--- src/rtl/fetch_hazard_ctrl.sv ---
// Fetch-stage pipeline sequencer: resolves load-use, branch, trap and multi-cycle
// EX hazards into fetch redirect/stall/NOP controls, and counts stalled cycles.
module fetch_hazard_ctrl #(
  parameter int XLEN         = 32,
  parameter int FLUSH_CYCLES = 2,
  parameter int MC_TIMEOUT   = 64,
  parameter int PERF_W       = 16
) (
  input  logic              clk,
  input  logic              reset,
  input  logic              id_valid,
  input  logic [4:0]        id_rs1,
  input  logic [4:0]        id_rs2,
  input  logic              id_use_rs1,
  input  logic              id_use_rs2,
  input  logic              ex_valid,
  input  logic              ex_is_load,
  input  logic [4:0]        ex_rd,
  input  logic              br_taken,
  input  logic [XLEN-1:0]   br_target,
  input  logic              trap_req,
  input  logic [XLEN-1:0]   trap_vec,
  input  logic              mc_start,
  input  logic              mc_done,
  input  logic              perf_clr,
  output logic              stall,
  output logic              issue_nop,
  output logic              jmp,
  output logic [XLEN-1:0]   jmp_pc,
  output logic              ex_bubble,
  output logic              ex_hold,
  output logic              mc_abort,
  output logic              mc_timeout,
  output logic [PERF_W-1:0] stall_cycles
);

  localparam logic [1:0] ST_RUN     = 2'd0;
  localparam logic [1:0] ST_FLUSH   = 2'd1;
  localparam logic [1:0] ST_MC_WAIT = 2'd2;

  localparam logic [3:0] FLUSH_LOAD = 4'(FLUSH_CYCLES - 1);
  localparam logic [7:0] TCNT_LAST  = 8'(MC_TIMEOUT - 1);

  logic [1:0]        state_reg, state_next;
  logic [3:0]        cnt_reg, cnt_next;
  logic [7:0]        tcnt_reg, tcnt_next;
  logic [PERF_W-1:0] perf_reg;

  logic [1:0][4:0] src_idx;
  logic [1:0]      src_use;
  logic [1:0]      src_hit;
  logic            redirect;
  logic            lu_hazard;

  assign src_idx = {id_rs2, id_rs1};
  assign src_use = {id_use_rs2, id_use_rs1};

  genvar gi;
  generate
    for (gi = 0; gi < 2; gi++) begin : g_src
      assign src_hit[gi] = src_use[gi] & (src_idx[gi] == ex_rd);
    end
  endgenerate

  // Branches are ignored while EX is frozen on a multi-cycle op; traps never are.
  assign redirect = ~reset & (trap_req | (ex_valid & br_taken & (state_reg != ST_MC_WAIT)));

  assign lu_hazard = ~reset & ~redirect & (state_reg == ST_RUN) & id_valid & ex_valid &
                     ex_is_load & (ex_rd != 5'd0) & (|src_hit);

  assign jmp          = redirect;
  assign jmp_pc       = redirect ? (trap_req ? trap_vec : br_target) : '0;
  assign stall_cycles = reset ? '0 : perf_reg;

  always_comb begin
    state_next = state_reg;
    cnt_next   = cnt_reg;
    tcnt_next  = tcnt_reg;
    stall      = 1'b0;
    issue_nop  = 1'b0;
    ex_bubble  = 1'b0;
    ex_hold    = 1'b0;
    mc_abort   = 1'b0;
    mc_timeout = 1'b0;
    case (state_reg)
      ST_RUN: begin
        if (redirect) begin
          state_next = ST_FLUSH;
          cnt_next   = FLUSH_LOAD;
        end else if (mc_start) begin
          state_next = ST_MC_WAIT;
          tcnt_next  = 8'd0;
        end else if (lu_hazard) begin
          stall     = 1'b1;
          ex_bubble = 1'b1;
        end
      end
      ST_FLUSH: begin
        issue_nop = 1'b1;
        if (redirect) begin
          cnt_next = FLUSH_LOAD;
        end else if (cnt_reg == 4'd0) begin
          state_next = ST_RUN;
        end else begin
          cnt_next = cnt_reg - 4'd1;
        end
      end
      ST_MC_WAIT: begin
        if (redirect) begin
          mc_abort   = 1'b1;
          state_next = ST_FLUSH;
          cnt_next   = FLUSH_LOAD;
        end else if (mc_done) begin
          // Completion beats a coincident timeout: EX advances, no pulses.
          state_next = ST_RUN;
        end else begin
          stall   = 1'b1;
          ex_hold = 1'b1;
          if (tcnt_reg == TCNT_LAST) begin
            mc_timeout = 1'b1;
            mc_abort   = 1'b1;
            state_next = ST_RUN;
          end else begin
            tcnt_next = tcnt_reg + 8'd1;
          end
        end
      end
      default: state_next = ST_RUN;
    endcase
    if (reset) begin
      stall      = 1'b0;
      issue_nop  = 1'b0;
      ex_bubble  = 1'b0;
      ex_hold    = 1'b0;
      mc_abort   = 1'b0;
      mc_timeout = 1'b0;
    end
  end

  always_ff @(posedge clk) begin
    if (reset) begin
      state_reg <= ST_RUN;
      cnt_reg   <= 4'd0;
      tcnt_reg  <= 8'd0;
      perf_reg  <= '0;
    end else begin
      state_reg <= state_next;
      cnt_reg   <= cnt_next;
      tcnt_reg  <= tcnt_next;
      if (perf_clr) begin
        perf_reg <= '0;
      end else if (stall && (perf_reg != '1)) begin
        perf_reg <= perf_reg + PERF_W'(1);
      end
    end
  end

endmodule

--- config.mk ---
export PLATFORM = sky130hd
export DESIGN_NAME = fetch_hazard_ctrl
export DESIGN_NICKNAME = d
export VERILOG_FILES = /design/src/rtl/fetch_hazard_ctrl.sv
export SDC_FILE = /design/constraint.sdc
export NUM_CORES = 1
export LEC_CHECK = 0
export BUFFER_PORTS_ARGS = -buffer_cell sky130_fd_sc_hd__clkbuf_2
export CORE_MARGIN = 1.5
export CORE_UTILIZATION = 35
export DETAILED_ROUTE_END_ITERATION = 10
export GPL_TIMING_DRIVEN = 0
export PLACE_DENSITY = 0.67
export SYNTH_ARGS = -nofsm -noshare
export SYNTH_HDL_FRONTEND = slang
export SYNTH_SLANG_ARGS = --single-unit
--- constraint.sdc ---
create_clock -name clk -period 2.65 [get_ports clk]
set_input_delay 0 -clock clk [delete_from_list [all_inputs] [get_ports clk]]
set_output_delay 0 -clock clk [all_outputs]
set_load 0.005 [all_outputs]
==> flow_metrics.env <==
export IMPL_crit_required_ps=2800
export IMPL_antenna_found_initial=0
export IMPL_clock_sinks=30
export IMPL_leakage_nw=1.56
export IMPL_synthToLayoutAreaGrowth_pct=39.3
export IMPL_chipWidth_um=84.3
export IMPL_comb_power_share_pct=24.3
export IMPL_hpwl_um=5840
export IMPL_ant_nets=0
export IMPL_pin_count=146
export IMPL_worstSkewPairLatency_ps=290
export IMPL_p_sw_mw=0.325
export IMPL_setup_tns_ps=0
export IMPL_critical_path_max_stage_delay_ps=450
export IMPL_synth_warnings=0
export IMPL_hold_class="in2reg"
export IMPL_min_period_ps=2160
export IMPL_nNetsFinal=550
export IMPL_p_sw_share_pct=28.9
export IMPL_arrival_ps=2310
export IMPL_grt_start_max_net_pins=11
export IMPL_dr_pass1_iters=4
export IMPL_min_path_cells=3
export IMPL_fmax_ghz=0.462
export IMPL_path_depth=10
export IMPL_finalMaxSlewViolations=0
export IMPL_cpLargestDelayFamily="buffers and inverters"
export IMPL_total_power_mw=1.12
export IMPL_start_util_pct=36.4
export IMPL_fp_dieH_um=84.3
export IMPL_path_clk_slew_ps=70
export IMPL_start_kind="flip-flop"
export IMPL_cts_tree="yes"
export IMPL_syn_nets=399
export IMPL_cts_buffers=5
export IMPL_rows=29
export IMPL_clk_path_buf_depth=2
export IMPL_wl_per_cell_um=13.6
export IMPL_yosysTopAreaCell="dfxtp_1"
export IMPL_async_flop_share_pct=0
export IMPL_maxCapViolations=0
export IMPL_crit_chain="buf_2, nand2b_1, or4_4, inv_1, nand2_1, o31a_1, buf_6, buf_4, o21ai_0, a21oi_1"
export IMPL_rrSetupSlack_ps=490
export IMPL_dr_first_iter_drc_count=113
export IMPL_hold_viol=0
export IMPL_wl_um=7260
export IMPL_num_antenna_cells=0
export IMPL_setup_viol=0
export IMPL_synth_top_area_share_pct=26.0
export IMPL_power_density_nw_per_um2=349
export IMPL_largest_reg_flops=16
export IMPL_drive_gt1_share_pct=35.4
export IMPL_use_met1_pct=22.3
export IMPL_synth_ff_type="dfxtp_1"
export IMPL_status="finished clean"
export IMPL_slew_headroom_pct=54.9
export IMPL_synth_seq_cells=30
export IMPL_crit_fanout=10
export IMPL_grt_pass1_wl_um=11200
export IMPL_rsz0062_at_grt="false"
export IMPL_use_met3_pct=4.33
export IMPL_seq_power_share_pct=41.1
export IMPL_synth_area_leaders="dfxtp_1 26%, mux2i_1 14%, nor2_1 9.1%, xor2_1 5.7%, nor2b_1 4.9%"
export IMPL_grt_pass1_vias=2521
export IMPL_post_cts_buffers=0
export IMPL_vias=2728
export IMPL_dpl_cell_area_um2=3130
export IMPL_place_gp_congestion=0.831
export IMPL_tightestPinTransition_ps=676
export IMPL_port_buffers=144
export IMPL_vdd_drop_max_mv=0.211
export IMPL_criticalPathCategory="reg2reg"
export IMPL_avgSynthCellArea_um2=7.58
export IMPL_p_int_mw=0.799
export IMPL_synth_yosys_seq_area_share_pct=26.0
export IMPL_htree_num_levels=2
export IMPL_drc=0
export IMPL_syn_area_um2=2310
export IMPL_grt_overflow=0
export IMPL_use_met2_pct=35.8
export IMPL_cts_resized=0
export IMPL_finalCritPeriodShare_pct=81.6
export IMPL_grt_use_total_pct=19.4
export IMPL_clkPwrFrac_pct=34.6
export IMPL_synth_cell_type_count=50
export IMPL_netlist_instances=305
export IMPL_fin_skew_ps=4.47
export IMPL_r2r_cells=10
export IMPL_final_area_um2=3220
export IMPL_cts_root_buf="clkbuf_8"
export IMPL_critPathCaptureType="flip-flop"
export IMPL_grt_busiest_layer="met2"
export IMPL_coreArea_um2=6350
export IMPL_crit_buf_inv=4
export IMPL_synth_edf_count=0
export IMPL_die_area_um2=7100
export IMPL_detail_route_vias_per_cell=5.11
export IMPL_slowest_stage="or4_4"
export IMPL_postCtsHoldBufs=0
through the flow:
step,cells,hold slack (ps),setup slack (ps),util (%)
after global placement,526,311,506,49.3
final,534,73.6,487,50.7
after detailed placement,526,319,481,49.3
after floorplan,305,106,718,-
after global routing,534,89.7,240,50.7
after CTS,534,74.8,468,50.7
tightest hold or removal path: stages:
cell and delay [ps]:
clkbuf_2 100, nor2_1 100, o21a_1 120
layer usage:
| metal | share of wire [%] | vias to the layer above | wire length, µm |
|---|---|---|---|
| met2 | 52 | 109 | 3770 |
| li1 | - | 1384 | - |
| met4 | 1.6 | 0 | 119 |
| met3 | 6.4 | 11 | 464 |
| met5 | 0 | - | 0 |
| met1 | 40 | 1224 | 2900 |
final timing paths:
check,startpoint,endpoint
max,state_reg[1],perf_reg[4]
min,perf_clr,perf_reg[9]
max reg2reg,state_reg[1],perf_reg[4]
min reg2reg,cnt_reg[1],cnt_reg[1]
Yosys cell counts, drive strengths merged (2+ instances only):
library cell / number
o21ai: 10
o31a: 3
or2: 2
nor2b: 18
inv: 8
or3: 9
nand4b: 2
xnor2: 3
a31oi: 3
nand2: 17
xor2: 15
ha: 3
mux2i: 33
or4: 6
o31ai: 3
and4: 3
dfxtp: 30
nand4: 8
nor4: 5
and2: 2
nand2b: 2
and3: 3
nor2: 56
nand3: 8
clkbuf: 9
a21oi: 14
buf: 9
nor3: 5
o21a: 2
a41oi: 2
final cells by class:
type / instances / area (µm²)
clock inverter: 1 / 5.00
tap: 77 / 96.3
inverter: 8 / 30.0
multi-input combinational: 249 / 1600
fill: 620 / 3130
sequential: 30 / 601
clock buffer: 7 / 86.3
timing repair buffer: 144 / 721
buffer: 18 / 82.6
cell usage in the layout (no fill, tap or decap), drive strengths merged, types with 6 or more instances in the layout:
master / n
or3: 9
inv: 8
nor2: 56
o21ai: 10
clkbuf: 160
dfxtp: 30
nand2: 17
buf: 9
a21oi: 14
mux2i: 33
nand4: 8
xor2: 15
or4: 6
nand3: 8
nor2b: 18
power by group through the flow:
| stage | logic [mW] | clock network (mW) | registers, mW |
|---|---|---|---|
| after detailed placement | 0.273 | 0 | 0.473 |
| after CTS | 0.275 | 0.392 | 0.462 |
| after global routing | 0.303 | 0.416 | 0.463 |
| after floorplan | 0.143 | 0 | 0.471 |
| after global placement | 0.270 | 0 | 0.472 |
| final | 0.273 | 0.389 | 0.462 |
logic make-up after synthesis:
family / Yosys count / share of synthesized area, %
xor+xnor: 18 / 6.82
fa+ha+maj: 3 / 1.62
buf+inv: 26 / 4.87
compound gates: 47 / 13.5
flops: 30 / 26.0
mux: 33 / 14.3
simple gates: 148 / 33.0
No activity file was read; power rests on OpenSTA's default activity.
